### config.mk
export PLATFORM = sky130hd
export DESIGN_NAME = dca_row_collector_flat
export DESIGN_NICKNAME = d
export VERILOG_FILES = /design/src/rtl/dca_row_collector_pkg.sv /design/src/rtl/dca_row_collector_if.sv /design/src/rtl/dca_row_collector_bank.sv /design/src/rtl/dca_row_collector.sv /design/src/flat_wrapper.sv
export SDC_FILE = /design/constraint.sdc
export NUM_CORES = 1
export LEC_CHECK = 0
export BUFFER_PORTS_ARGS = -buffer_cell sky130_fd_sc_hd__buf_2
export CAP_MARGIN = 20
export CORE_AREA = 8 8 285 356
export CTS_BUF_LIST = sky130_fd_sc_hd__clkbuf_4
export CTS_CLUSTER_SIZE = 25
export DETAILED_ROUTE_END_ITERATION = 12
export DIE_AREA = 0 0 293 364
export PLACE_DENSITY_LB_ADDON = 0.2
export REMOVE_ABC_BUFFERS = 1
export SKIP_LAST_GASP = 1
export SYNTH_ARGS = -nofsm -noshare
export SYNTH_HDL_FRONTEND = slang
export SYNTH_HIERARCHICAL = 1
export SYNTH_SLANG_ARGS = --single-unit
export TNS_END_PERCENT = 5
### constraint.sdc
create_clock -name clk -period 12.76 [get_ports clk]
set_clock_uncertainty 0.2 [all_clocks]
set_input_delay 2.552 -clock clk [delete_from_list [all_inputs] [get_ports clk]]
set_output_delay 2.552 -clock clk [all_outputs]
set_load 0.05 [all_outputs]
### src/rtl/dca_row_collector_pkg.sv
// dca_row_collector_pkg: shared localparams, types and width helpers for the
// row collector. Optional build macro: DCA_ROW_COLLECTOR_ZERO_PAD_EN.
package dca_row_collector_pkg;

  // Ping-pong pair: one bank fills while the other drains.
  localparam int NUM_BANK = 2;

  // Bank pointer: a single bit is enough for two banks.
  typedef logic [0:0] bank_ptr_t;

  // Width of the row index inside a bank (never below 1 bit).
  function automatic int f_bw_row_index(input int n);
    return (n > 1) ? $clog2(n) : 1;
  endfunction

  // Width needed to count 0..n valid rows.
  function automatic int f_bw_num_row(input int n);
    return $clog2(n + 1);
  endfunction

  // The other bank of the ping-pong pair.
  function automatic bank_ptr_t f_other(input bank_ptr_t p);
    return ~p;
  endfunction

endpackage

### src/rtl/dca_row_collector_if.sv
// dca_row_collector_if: tensor-row input and matrix output handshakes.
// 'slave' is the collector's view; 'master' is the surrounding producer and
// consumer (the upstream row source and the PE array).
interface dca_row_collector_if
  import dca_row_collector_pkg::*;
#(
  parameter int MATRIX_NUM_ROW = 4,
  parameter int BW_TENSOR_ROW  = 128
);
  localparam int BW_NUM_ROW = f_bw_num_row(MATRIX_NUM_ROW);

  logic                                    rowin_valid;
  logic                                    rowin_last;
  logic [BW_TENSOR_ROW-1:0]                rowin_data;
  logic                                    rowin_ready;

  logic                                    matout_valid;
  logic [MATRIX_NUM_ROW*BW_TENSOR_ROW-1:0] matout_data;
  logic [BW_NUM_ROW-1:0]                   matout_num_row;
  logic                                    matout_last;
  logic                                    matout_ready;

  modport master (
    output rowin_valid, rowin_last, rowin_data, matout_ready,
    input  rowin_ready, matout_valid, matout_data, matout_num_row, matout_last
  );

  modport slave (
    input  rowin_valid, rowin_last, rowin_data, matout_ready,
    output rowin_ready, matout_valid, matout_data, matout_num_row, matout_last
  );

endinterface

### src/rtl/dca_row_collector_bank.sv
// dca_row_collector_bank: one matrix bank. Holds the row storage plus the
// closed flag, row count and last flag of the matrix it carries.
// With DCA_ROW_COLLECTOR_ZERO_PAD_EN defined the storage is zeroed on reset,
// clear and free, so rows past num_row of a partial matrix read as 0.
module dca_row_collector_bank
  import dca_row_collector_pkg::*;
#(
  parameter  int MATRIX_NUM_ROW = 4,
  parameter  int BW_TENSOR_ROW  = 128,
  localparam int BW_ROW_INDEX   = f_bw_row_index(MATRIX_NUM_ROW),
  localparam int BW_NUM_ROW     = f_bw_num_row(MATRIX_NUM_ROW)
)(
  input  logic                                         clk,
  input  logic                                         rstnn,
  input  logic                                         i_clear,
  input  logic                                         i_wr_en,
  input  logic [BW_ROW_INDEX-1:0]                      i_wr_idx,
  input  logic [BW_TENSOR_ROW-1:0]                     i_wr_data,
  input  logic                                         i_close,
  input  logic [BW_NUM_ROW-1:0]                        i_close_num_row,
  input  logic                                         i_close_last,
  input  logic                                         i_free,
  output logic                                         o_closed,
  output logic [BW_NUM_ROW-1:0]                        o_num_row,
  output logic                                         o_last,
  output logic [MATRIX_NUM_ROW-1:0][BW_TENSOR_ROW-1:0] o_rows
);

  logic                                         r_closed;
  logic [BW_NUM_ROW-1:0]                        r_num_row;
  logic                                         r_last;
  logic [MATRIX_NUM_ROW-1:0][BW_TENSOR_ROW-1:0] r_rows;

  // Bank status: close latches count/last, free returns the bank to filling.
  // Close and free never hit the same bank in one cycle (fill bank is open,
  // drain bank is closed), so their order here does not matter.
  always_ff @(posedge clk) begin
    if (!rstnn || i_clear) begin
      r_closed  <= 1'b0;
      r_num_row <= '0;
      r_last    <= 1'b0;
    end else if (i_close) begin
      r_closed  <= 1'b1;
      r_num_row <= i_close_num_row;
      r_last    <= i_close_last;
    end else if (i_free) begin
      r_closed  <= 1'b0;
      r_num_row <= '0;
      r_last    <= 1'b0;
    end
  end

`ifdef DCA_ROW_COLLECTOR_ZERO_PAD_EN
  // Row storage, wiped whenever the bank is emptied so a later partial
  // matrix carries zero padding above its last written row.
  always_ff @(posedge clk) begin
    if (!rstnn || i_clear) begin
      r_rows <= '0;
    end else if (i_free) begin
      r_rows <= '0;
    end else if (i_wr_en) begin
      r_rows[i_wr_idx] <= i_wr_data;
    end
  end
`else
  // Row storage without reset; unused rows keep stale data and consumers
  // rely on the row count.
  always_ff @(posedge clk) begin
    if (i_wr_en) begin
      r_rows[i_wr_idx] <= i_wr_data;
    end
  end
`endif

  assign o_closed  = r_closed;
  assign o_num_row = r_num_row;
  assign o_last    = r_last;
  assign o_rows    = r_rows;

endmodule

### src/rtl/dca_row_collector.sv
// dca_row_collector: gathers tensor rows into MATRIX_NUM_ROW-row matrices in
// two ping-pong banks. A bank closes when full or on an accepted last row and
// is presented downstream until the PE array takes it.
// Optional build macro: DCA_ROW_COLLECTOR_ZERO_PAD_EN (zero-pad partial
// matrices and reset the output data to 0).
module dca_row_collector
  import dca_row_collector_pkg::*;
#(
  parameter int MATRIX_NUM_ROW = 4,
  parameter int BW_TENSOR_ROW  = 128
)(
  input logic                clk,
  input logic                rstnn,
  input logic                clear,
  dca_row_collector_if.slave bus
);

  localparam int BW_ROW_INDEX = f_bw_row_index(MATRIX_NUM_ROW);
  localparam int BW_NUM_ROW   = f_bw_num_row(MATRIX_NUM_ROW);

  logic [BW_ROW_INDEX-1:0] r_wcnt;
  bank_ptr_t               r_fill_ptr;
  bank_ptr_t               r_drain_ptr;

  logic                    w_accept;
  logic                    w_wcnt_end;
  logic                    w_close_any;
  logic                    w_free_any;
  logic [BW_NUM_ROW-1:0]   w_close_num_row;

  logic [NUM_BANK-1:0]                                       w_closed;
  logic [NUM_BANK-1:0]                                       w_last;
  logic [NUM_BANK-1:0][BW_NUM_ROW-1:0]                       w_num_row;
  logic [NUM_BANK-1:0][MATRIX_NUM_ROW-1:0][BW_TENSOR_ROW-1:0] w_rows;

  // Ready and valid come straight from the bank closed flags, so there is no
  // combinational path from matout_ready to rowin_ready.
  assign bus.rowin_ready    = ~w_closed[r_fill_ptr];
  assign bus.matout_valid   = w_closed[r_drain_ptr];
  assign bus.matout_num_row = w_num_row[r_drain_ptr];
  assign bus.matout_last    = w_last[r_drain_ptr];
  assign bus.matout_data    = w_rows[r_drain_ptr];

  assign w_accept        = bus.rowin_valid && bus.rowin_ready;
  assign w_wcnt_end      = (r_wcnt == BW_ROW_INDEX'(MATRIX_NUM_ROW - 1));
  // rowin_last without a handshake is ignored: nothing closes on it.
  assign w_close_any     = w_accept && (w_wcnt_end || bus.rowin_last);
  assign w_free_any      = bus.matout_valid && bus.matout_ready;
  assign w_close_num_row = BW_NUM_ROW'(r_wcnt) + BW_NUM_ROW'(1);

  // Write counter and ping-pong pointers; close and free may coincide and
  // both take effect since they always address different banks.
  always_ff @(posedge clk) begin
    if (!rstnn || clear) begin
      r_wcnt      <= '0;
      r_fill_ptr  <= '0;
      r_drain_ptr <= '0;
    end else begin
      if (w_accept) begin
        r_wcnt <= w_close_any ? '0 : r_wcnt + BW_ROW_INDEX'(1);
      end
      if (w_close_any) begin
        r_fill_ptr <= f_other(r_fill_ptr);
      end
      if (w_free_any) begin
        r_drain_ptr <= f_other(r_drain_ptr);
      end
    end
  end

  for (genvar b = 0; b < NUM_BANK; b++) begin : g_bank
    localparam bank_ptr_t ID = bank_ptr_t'(b);

    logic w_is_fill;
    logic w_is_drain;

    assign w_is_fill  = (r_fill_ptr == ID);
    assign w_is_drain = (r_drain_ptr == ID);

    dca_row_collector_bank #(
      .MATRIX_NUM_ROW (MATRIX_NUM_ROW),
      .BW_TENSOR_ROW  (BW_TENSOR_ROW)
    ) u_bank (
      .clk             (clk),
      .rstnn           (rstnn),
      .i_clear         (clear),
      .i_wr_en         (w_accept && w_is_fill),
      .i_wr_idx        (r_wcnt),
      .i_wr_data       (bus.rowin_data),
      .i_close         (w_close_any && w_is_fill),
      .i_close_num_row (w_close_num_row),
      .i_close_last    (bus.rowin_last),
      .i_free          (w_free_any && w_is_drain),
      .o_closed        (w_closed[b]),
      .o_num_row       (w_num_row[b]),
      .o_last          (w_last[b]),
      .o_rows          (w_rows[b])
    );
  end

endmodule

### src/flat_wrapper.sv
// flat-port wrapper written by rule: the top's interface ports become plain ports
module dca_row_collector_flat import dca_row_collector_pkg::*;
#(
  parameter int MATRIX_NUM_ROW = 4,
  parameter int BW_TENSOR_ROW  = 128
)
  (clk, rstnn, clear, bus_rowin_valid, bus_rowin_last, bus_rowin_data, bus_matout_ready, bus_rowin_ready, bus_matout_valid, bus_matout_data, bus_matout_num_row, bus_matout_last);
  dca_row_collector_if #(.MATRIX_NUM_ROW(MATRIX_NUM_ROW), .BW_TENSOR_ROW(BW_TENSOR_ROW)) bus_i ();
  input logic clk;
  input logic rstnn;
  input logic clear;
  input wire logic [$bits(bus_i.rowin_valid)-1:0] bus_rowin_valid;
  input wire logic [$bits(bus_i.rowin_last)-1:0] bus_rowin_last;
  input wire logic [$bits(bus_i.rowin_data)-1:0] bus_rowin_data;
  input wire logic [$bits(bus_i.matout_ready)-1:0] bus_matout_ready;
  output wire logic [$bits(bus_i.rowin_ready)-1:0] bus_rowin_ready;
  output wire logic [$bits(bus_i.matout_valid)-1:0] bus_matout_valid;
  output wire logic [$bits(bus_i.matout_data)-1:0] bus_matout_data;
  output wire logic [$bits(bus_i.matout_num_row)-1:0] bus_matout_num_row;
  output wire logic [$bits(bus_i.matout_last)-1:0] bus_matout_last;
  assign bus_i.rowin_valid = bus_rowin_valid;
  assign bus_i.rowin_last = bus_rowin_last;
  assign bus_i.rowin_data = bus_rowin_data;
  assign bus_i.matout_ready = bus_matout_ready;
  assign bus_rowin_ready = bus_i.rowin_ready;
  assign bus_matout_valid = bus_i.matout_valid;
  assign bus_matout_data = bus_i.matout_data;
  assign bus_matout_num_row = bus_i.matout_num_row;
  assign bus_matout_last = bus_i.matout_last;
  dca_row_collector #(.MATRIX_NUM_ROW(MATRIX_NUM_ROW), .BW_TENSOR_ROW(BW_TENSOR_ROW)) u_core (.clk(clk), .rstnn(rstnn), .clear(clear), .bus(bus_i));
endmodule
**Word-level counts from Yosys, hierarchy flattened**

Cells that the tools add are included.

- Register bits: 1038
- Latch bits: 0
- Bits in writable memories: 0
- Bits in read-only memories: 0
- Output and inout port bits: 518
- Logic and storage cells: 67
- Memories: 0

- Add/sub/neg operators: 2
- $mul: 0
- Div/mod/pow operators: 0
- $lt $le $gt $ge: 4
- Equality and inequality tests: 1
- Shifts and indexed selects: 0
- Muxes and demuxes: 25
- Bitwise operators: 3
- Reduce and logical (&&, ||, !) cells: 15

Operators by type and width:

| operator | count |
|---|---|
| $bwmux W512 | 2 |
| $mux W512 | 2 |
| $demux W128 S2 | 1 |
| $mux W128 | 1 |
| $mux W3 | 6 |
| $mux W1 | 12 |
| $logic_and A1 B1 Y1 | 10 |
| $lt A1 B2 Y1 const B | 2 |
| $reduce_bool A2 Y1 | 2 |
| $add A2 B1 Y3 const B | 1 |
| $lt A2 B3 Y1 const B | 1 |
| $not A1 Y1 | 3 |
| $add A2 B1 Y2 const B | 1 |
| $eq A2 B2 Y1 const B | 1 |
| $ge A2 B1 Y1 const B | 1 |
| $logic_or A1 B1 Y1 | 2 |
| $mux W2 | 1 |
| $logic_not A1 Y1 | 1 |

**Longest topological paths before layout**

Gate-level depths: netlist (run 1).

- Depth in word-level cells: 7
- Gate-level depth with buffers: 5

**Cells and area by module**

Netlist (run 1), hierarchy kept.

Modules (own cells, without submodules):

| module | instances | cells an instance | area an instance (um^2) | seq. area each (um^2) |
|---|---|---|---|---|
| dca_row_collector_bank | 2 | 538 | 15596.2 | 15474.8 |
| dca_row_collector | 1 | 603 | 6705.2 | 80.1 |

**Worst setup path before layout (run 1)**

OpenSTA, ideal clock, no wires.

- Path type: input -> register
- Start: input port bus_rowin_valid
- End: register u_core.g_bank[0].u_bank.r_rows, in the netlist u_core/g_bank[0].u_bank/o_rows[0] (enable)
- Arrival: 12126 ps
- Setup slack: -365 ps
- Stages: 2
- Cells stage by stage: nor3b_1 > nor3b_1

- Word-level cells in the longest chain between the ends: 2

RTL lines:

| element | RTL line | source |
|---|---|---|
| start: declaration | flat_wrapper.sv:12 | `input wire logic [$bits(bus_i.rowin_valid)-1:0] bus_rowin_valid;` |
| $logic_and A1 B1 Y1 | dca_row_collector.sv:44 | `assign w_accept = bus.rowin_valid && bus.rowin_ready;` |
| $logic_and A1 B1 Y1 | dca_row_collector.sv:87 | `.i_wr_en (w_accept && w_is_fill),` |
| end signal: indexed assignment | dca_row_collector_bank.sv:70 | `r_rows[i_wr_idx] <= i_wr_data;` |
| end: declaration | dca_row_collector_bank.sv:32 | `logic [MATRIX_NUM_ROW-1:0][BW_TENSOR_ROW-1:0] r_rows;` |

No other way between the ends.
A chain may end at the register's enable or synchronous reset.

**Worst setup path after layout (run 1)**

- Start: register u_core.r_drain_ptr (netlist: u_core/g_bank[1].w_is_drain)
- End: output port bus_matout_data[59]

- Word-level cells in the longest chain between the ends: 2

RTL lines:

| element | RTL line | source |
|---|---|---|
| start: declaration | dca_row_collector.sv:23 | `bank_ptr_t r_drain_ptr;` |
| start signal: assignment | dca_row_collector.sv:66 | `r_drain_ptr <= f_other(r_drain_ptr);` |
| $mux W512 (not written as such) (2 in a row) | dca_row_collector.sv:42 | `assign bus.matout_data = w_rows[r_drain_ptr];` |
| end: declaration | flat_wrapper.sv:18 | `output wire logic [$bits(bus_i.matout_data)-1:0] bus_matout_data;` |

No other way between the ends. The select of a mux whose other input is x is not followed.

==> reports/qor.yml, run 1 <==
antenna_found_initial: 17
worstSetupStartpointType: "register"
hp-class: "reg2reg"
hpwl_um: 60700
arrival_ns: 4.48
critPathMaxFanout: 176
slowest_delay_ns: 0.85
dp_cells: 3586
via_count: 19387
worst_slew_pin_slew_ns: 1.22
power_leakage_nw: 16.0
syn_inst: 1679
insertion_delay_ns: 1.11
syn-mean-instance-area_um2: 22.6
ir_drop_mv: 0.0864
start_util_pct: 39.7
cts.clk_slew.worst_paths_ns: 0.06
fmax_mhz: 138
rsz0062_at_grt: "false"
wl_met1_um: 36900
htreeDepth: 5
finalInstanceArea_um2: 45500
grt_max_degree: 177
dpl_worst_slack_ns: 6.58
hold_viol_final: 0
wl_um: 97300
worst_slack_ns: 5.53
clkSinkCount: 1038
boundaryPins: 652
period_share_pct: 56.7
remaining_drc_errors: 0
fp-row-count: 127
period_needed_ns: 7.23
syn_area_um2: 37900
whs_path_depth: 2
die_w_um: 293
die_h_um: 364
worstHoldStart: "u_core/g_bank[0].u_bank/o_closed"
rrSetupSlack_ns: 9.43
grt_pass1_wl_um: 140000
drv_slew: 0
worst_r2r_path_depth: 5
drive_above_1_share_pct: 58.4
nets: 2711
path_cells: "buf_4, buf_12, mux2_2, buf_2"
max-cap-violations: 0
ys_seq_area_share_pct: 81.9
postCtsSetupBuffers: 0
cts_made_buffers: 277
vias_per_cell: 4.81
status: "completed"
final_common_cell: "edfxtp_1"
holdPathEnd: "u_core/g_bank[0].u_bank/o_closed"
layout_common_cells: "1024 x edfxtp_1, 651 x buf_2, 517 x mux2_2"
fin_cells: 4027
drt-initial-drc-count: 1086
io_buffers: 651
overflow: 0
max-slew-margin-rel_pct: 18.9
placed_cell_area_um2: 42400
critPathKind: "reg2out"
die-area_um2: 107000
finalSetupViolations: 0
top_layer: "met5"
ant_nets: 0
r2r_end: "u_core/g_bank[0].u_bank/o_rows[334]"
timing.rr.start: "u_core/g_bank[1].w_is_fill"
grt_pass1_vias: 20918
synth_cell_types: 21
cp_slowest_cell: "buf_4"
syn2layout_area_growth_pct: 20.1
hold_slack_ns: 0.356
cts_tree: "done"
cts_resized: 0
post_drt_wl_per_cell_um: 24.2
crit_required_ns: 10.01
wl_met2_um: 49400
grtUsageTotal_pct: 17.7
clock_path_buffers: 4
ys_ff_latch: 1038
clockRootBuffer: "clkbuf_4"
wl_met3_um: 7860
cp-end-kind: "primary output"
drtPass1Iterations: 4
ctsHoldBuffers: 0
routabilityCongestion: 0.792
power_density_nw_per_um2: 149
core_area_um2: 95500
synth_warnings: 6
## layout make-up
cell class / count / area (um2)
tap: 1290 / 1610
clock buffer: 381 / 2860
timing repair buffer: 676 / 3490
sequential: 1038 / 31000
multi-input combinational: 580 / 6250
fill: 8156 / 50000
inverter: 3 / 11.3
antenna: 10 / 25.0
clock inverter: 49 / 245
## per-layer routing
metal	vias up	track usage (%)
met1	9792	19.9
met4	10	7.59
met5	-	0
met3	159	6.97
li1	8665	-
met2	761	30.1
## critical path, delay by kind of cell (launching register included)
| family | cells | cell delay [ns] |
|---|---|---|
| buffers and inverters | 3 | 1.68 |
| DFF | 1 | 0.80 |
| muxes | 1 | 0.46 |
## sequential cells by signal, indices dropped and copies added (netlist names)
signal                          cells
u_core/g_bank.u_bank/o_rows      1024
u_core/g_bank.u_bank/o_num_row      6
u_core/g_bank.u_bank/o_closed       2
u_core/g_bank.u_bank/o_last         2
u_core/r_wcnt                       2
u_core/g_bank.w_is_drain            1
u_core/g_bank.w_is_fill             1
## worst max-delay path by stage
| stage | startpoint | endpoint | slack (ns) | cells past startpoint |
|---|---|---|---|---|
| floorplan | u_core/g_bank[1].w_is_drain | bus_matout_data[0] | -3.46 | 1 |
| global placement | u_core/g_bank[1].w_is_drain | bus_matout_data[334] | 6.62 | 4 |
| detailed placement | u_core/g_bank[1].w_is_drain | bus_matout_data[334] | 6.58 | 4 |
| CTS | u_core/g_bank[1].w_is_drain | bus_matout_data[334] | 5.23 | 4 |
| global route | u_core/g_bank[1].w_is_drain | bus_matout_data[475] | 5.16 | 4 |
| finish | u_core/g_bank[1].w_is_drain | bus_matout_data[59] | 5.53 | 4 |
## stage by stage
stage                     TNS [ns]  util [%]  total power, W
after CTS                        0      47.6         0.00691
final                            0      47.7         0.00679
after global placement           0      44.4         0.00422
after detailed placement         0      44.4         0.00423
after floorplan           -1869.65         -         0.00410
after global routing             0      47.7         0.00709
## logic make-up after synthesis
kind of cell	after synthesis	synth area share, %
compound gates	13	0.185
fa+ha+maj	1	0.0330
buf+inv	61	1.74
flops	1038	81.9
mux	520	15.4
simple gates	46	0.726
## power by group
part           internal (W)  leakage (nW)  switching, W
clock               0.00140          1.88       0.00124
combinational     0.0000777          4.70      0.000265
sequential          0.00379          9.41     0.0000107
total               0.00527          16.0       0.00152
## cells in the mapped netlist, drive strengths merged
library cell  number  area [um2]
edfxtp          1024       30700
mux2             517        5820
buf               58         647
dfxtp             14         280
nand2             13        48.8
a21oi             10        50.1
or3b               8        70.1
nand2b             5        31.3
and3b              4        35.0
nor2               4        15.0
nor3b              4        30.0
and3               3        18.8
inv                3        11.3
mux2i              3        30.0
nand3              2        10.0
nor3               2        10.0
o21a               2        15.0
ha                 1        12.5
nor2b              1        6.26
o21ai              1        5.00
(Power assumes the default switching activity.)
==> inputs of run 2 (changes only) <==
ABC_AREA = 1   (was not set)
clock period = 7.4 ns   (was 12.76 ns; I/O delays follow)
==> reports/qor.yml, run 2 <==
ys_seq_area_share_pct: 81.7
layout_common_cells: "1575 x nand2_1, 1024 x edfxtp_1, 651 x buf_2"
status: "completed"
synth_cell_types: 15
die_w_um: 293
ff_latch_area_um2: 31000
placed_cell_area_um2: 42500
synthArstFlopShare_pct: 0
drv_slew: 0
final_common_cell: "nand2_1"
final.setup.tns_ns: 0
insertion_delay_ns: 1.12
fillCellCount: 8692
synth_area_leaders: "edfxtp_1 81%, nand2_1 16%, buf_2 1.1%"
synth_warnings: 6
dp_cells: 4646
critPathMaxFanout: 187
syn-mean-instance-area_um2: 13.6
cts_tree: "done"
hpwl_um: 63900
die_h_um: 364
drive_above_1_share_pct: 28.7
power_leakage_nw: 18.5
cts_resized: 0
io_buffers: 651
fp-row-count: 127
worstSetupStartpointType: "register"
dpl_worst_slack_ns: 3.05
syn_area_um2: 38000
postCtsSetupBuffers: 0
max-slew-margin-rel_pct: 3.80
period_share_pct: 74.1
cp-end-kind: "primary output"
remaining_drc_errors: 0
drt-initial-drc-count: 1635
power_density_nw_per_um2: 258
ctsHoldBuffers: 0
critPathKind: "reg2out"
grtUsageTotal_pct: 19.3
boundaryPins: 652
synth_top_area_cell: "edfxtp_1"
hp-class: "reg2reg"
ant_nets: 0
synthMostInstantiatedCell: "nand2_1"
worst_slew_pin_slew_ns: 1.44
nets: 3769
fin_util_pct: 47.7
start_util_pct: 39.8
cts_made_buffers: 276
cts.clk_slew.worst_paths_ns: 0.06
post_drt_wl_per_cell_um: 20.8
vias_per_cell: 4.67
syn2layout_area_growth_pct: 19.9
ir_drop_mv: 0.158
grt_max_degree: 234
finalSetupViolations: 0
grt_pass1_vias: 24250
fin_cells: 5081
core_area_um2: 95500
drtPass1Iterations: 5
synth_edf_count: 1024
wl_um: 106000
whs_path_depth: 2
antenna_found_initial: 18
arrival_ns: 3.80
die-area_um2: 107000
crit_required_ns: 5.72
worst_r2r_path_depth: 9
largest_reg_flops: 1024
overflow: 0
syn_inst: 2787
via_count: 23730
hold_viol_final: 0
routabilityCongestion: 0.813
clock_path_buffers: 4
yosys.area.top_type_share_pct: 80.9
synthTopCellsByCount: "1575 x nand2_1, 1024 x edfxtp_1, 81 x buf_2, 34 x buf_6, 18 x inv_1"
clkSinkCount: 1038
period_needed_ns: 5.48
finalInstanceArea_um2: 45600
fmax_mhz: 182
multi_input_area_um2: 6150
clockRootBuffer: "clkbuf_4"
max-cap-violations: 0
htreeDepth: 5
ys_ff_latch: 1038
rsz0062_at_grt: "false"
grt_pass1_wl_um: 154000
synthFlopType: "edfxtp_1"
worst_slack_ns: 1.92
run 2: cell families (layout without fill, tap and decap cells):
group / after synthesis / after routing / synth area share [%]
other cells: 0 / 14 / 0
buf+inv: 134 / 1124 / 2.26
fa+ha+maj: 1 / 1 / 0.0329
compound gates: 13 / 13 / 0.171
flops: 1038 / 1038 / 81.7
simple gates: 1601 / 1601 / 15.9
run 2: metrics by stage:
stage	hold slack, ns	power, W
2_1_floorplan	0.239	0.00711
3_3_place_gp	0.250	0.00734
3_5_place_dp	0.255	0.00735
4_1_cts	0.199	0.0120
5_1_grt	0.253	0.0123
6_report	0.264	0.0118
run 2: where the power goes:
part           internal, W  total, W  switching (W)
clock network      0.00241   0.00455        0.00214
logic             0.000113  0.000647       0.000534
registers          0.00654   0.00656      0.0000188
total              0.00906    0.0118        0.00269
run 2: layout make-up:
cell class              instances  area share (%)
diodes                         14          0.0769
clock buffers                 373            6.14
clock inverters                48           0.596
inverters                      19           0.173
multi-input cells            1615            13.5
flip-flops and latches       1038            68.1
well taps                    1290            3.54
repair buffers                684            7.88
run 2: worst paths after layout:
kind / from / slack, ns / to
worst max-delay path: u_core/g_bank[1].w_is_drain / 1.92 / bus_matout_data[470]
worst min-delay path: u_core/g_bank[1].u_bank/o_num_row[0] / 0.26 / u_core/g_bank[1].u_bank/o_num_row[0]
worst max register to register: u_core/g_bank[1].w_is_fill / 4.21 / u_core/g_bank[0].u_bank/o_rows[17]
worst min register to register: u_core/g_bank[1].u_bank/o_num_row[0] / 0.26 / u_core/g_bank[1].u_bank/o_num_row[0]
run 2: layer usage:
metal	vias up	wire, um	track usage [%]	part of all wire, %
met3	181	8210	6.67	7.8
met1	11414	40300	21.7	38
met4	6	3760	9.38	3.6
met2	853	53600	32.9	51
li1	11276	-	-	-
met5	-	37	0	0.035
run 2: worst max-delay path, stage by stage (launching register included):
cell and delay, ns:
dfxtp_4 0.71, buf_12 0.51, buf_4 0.60, nand2_1 0.12, nand2_1 0.09, buf_2 0.26
==> inputs of run 3 (changes only) <==
clock period = 4.8 ns   (was 7.4 ns; I/O delays follow)
==> reports/qor.yml, run 3 (synthesis results as in run 2) <==
cp-end-kind: "primary output"
clock_path_buffers: 3
via_count: 24189
worst_slew_pin_slew_ns: 0.808
crit_required_ns: 3.64
drive_above_1_share_pct: 27.2
cts.clk_slew.worst_paths_ns: 0.07
max-cap-violations: 0
period_share_pct: 91.6
whs_path_depth: 2
layout_common_cells: "1575 x nand2_1, 1024 x edfxtp_1, 651 x buf_2"
status: "completed"
grt_max_degree: 163
finalPower_w: 0.0180
max-slew-margin-rel_pct: 46.1
drt-initial-drc-count: 1565
cts_resized: 0
htreeDepth: 4
cts_made_buffers: 239
syn2layout_area_growth_pct: 23.8
grt_pass1_wl_um: 154000
insertion_delay_ns: 1.08
antenna_found_initial: 6
die_w_um: 293
die_h_um: 364
final_common_cell: "nand2_1"
finalSetupViolations: 0
largest_reg_flops: 1024
boundaryPins: 652
wl_um: 105000
critPathKind: "reg2out"
clkSinkCount: 1038
fin_util_pct: 49.3
worstSetupStartpointType: "register"
hold_slack_ns: 0.267
power_density_nw_per_um2: 382
worst_r2r_path_depth: 7
nets: 3866
cts_tree: "done"
grtUsageTotal_pct: 19.2
core_area_um2: 95500
post_drt_wl_per_cell_um: 20.2
arrival_ns: 3.24
hold_viol_final: 0
hp-class: "reg2reg"
rsz0062_at_grt: "false"
power_leakage_nw: 19.0
critPathMaxFanout: 93
io_buffers: 651
fp-row-count: 127
routabilityCongestion: 0.802
period_needed_ns: 4.40
fmax_mhz: 227
start_util_pct: 39.8
hpwl_um: 63200
remaining_drc_errors: 0
overflow: 0
ant_nets: 0
dpl_worst_slack_ns: 1.43
worst_slack_ns: 0.403
ir_drop_mv: 0.390
clockRootBuffer: "clkbuf_4"
drtPass1Iterations: 7
final.setup.tns_ns: 0
drv_slew: 0
grt_pass1_vias: 24627
vias_per_cell: 4.65
die-area_um2: 107000
[run 3: final cells by class]
class                   instances  area, um2
inverters                      19       78.8
repair buffers                818       5190
well taps                    1290       1610
diodes                          6       15.0
clock inverters                69        380
flip-flops and latches       1038      31000
multi-input cells            1615       6150
clock buffers                 345       2590
fillers                      8535      48400
[run 3: power breakdown]
part	switching, W	internal (W)	total (W)
Clock	0.00333	0.00345	0.00678
Sequential	0.0000289	0.0101	0.0101
Combinational	0.000839	0.000252	0.00109
[run 3: metal layers]
layer | global-route usage [%] | part of all wire [%] | vias up
li1 | - | - | 11461
met5 | 0 | 0.012 | -
met1 | 21.6 | 38 | 11697
met2 | 32.8 | 50 | 822
met3 | 5.81 | 7.0 | 207
met4 | 10.1 | 4.3 | 2
[run 3: through the flow]
stage	instances	cell area (um2)
floorplan	2672	37200
global placement	4644	42700
detailed placement	4644	42700
CTS	5194	47000
global route	5198	47000
finish	5200	47100
[run 3: worst max-delay path, cell delays in order (launching register included)]
cell and delay (ns):
dfxtp_4 0.55, inv_8 0.58, buf_12 0.40, nand2_1 0.10, nand2_1 0.13, buf_2 0.28
[run 3: final timing paths]
kind                                          endpoint                            startpoint  slack (ns)
setup / recovery                  bus_matout_data[172]           u_core/g_bank[1].w_is_drain        0.40
hold / removal    u_core/g_bank[1].u_bank/o_num_row[2]  u_core/g_bank[1].u_bank/o_num_row[2]        0.27
setup reg to reg        u_core/g_bank[1].u_bank/o_last           u_core/g_bank[1].w_is_drain        2.13
hold reg to reg   u_core/g_bank[1].u_bank/o_num_row[2]  u_core/g_bank[1].u_bank/o_num_row[2]        0.27
[run 3: what timing repair did]
| item | CTS | global route |
|---|---|---|
| hold endpoints to repair | 1038 | 0 |
| setup buffers | 0 | 0 |
| hold buffers | 136 | 0 |
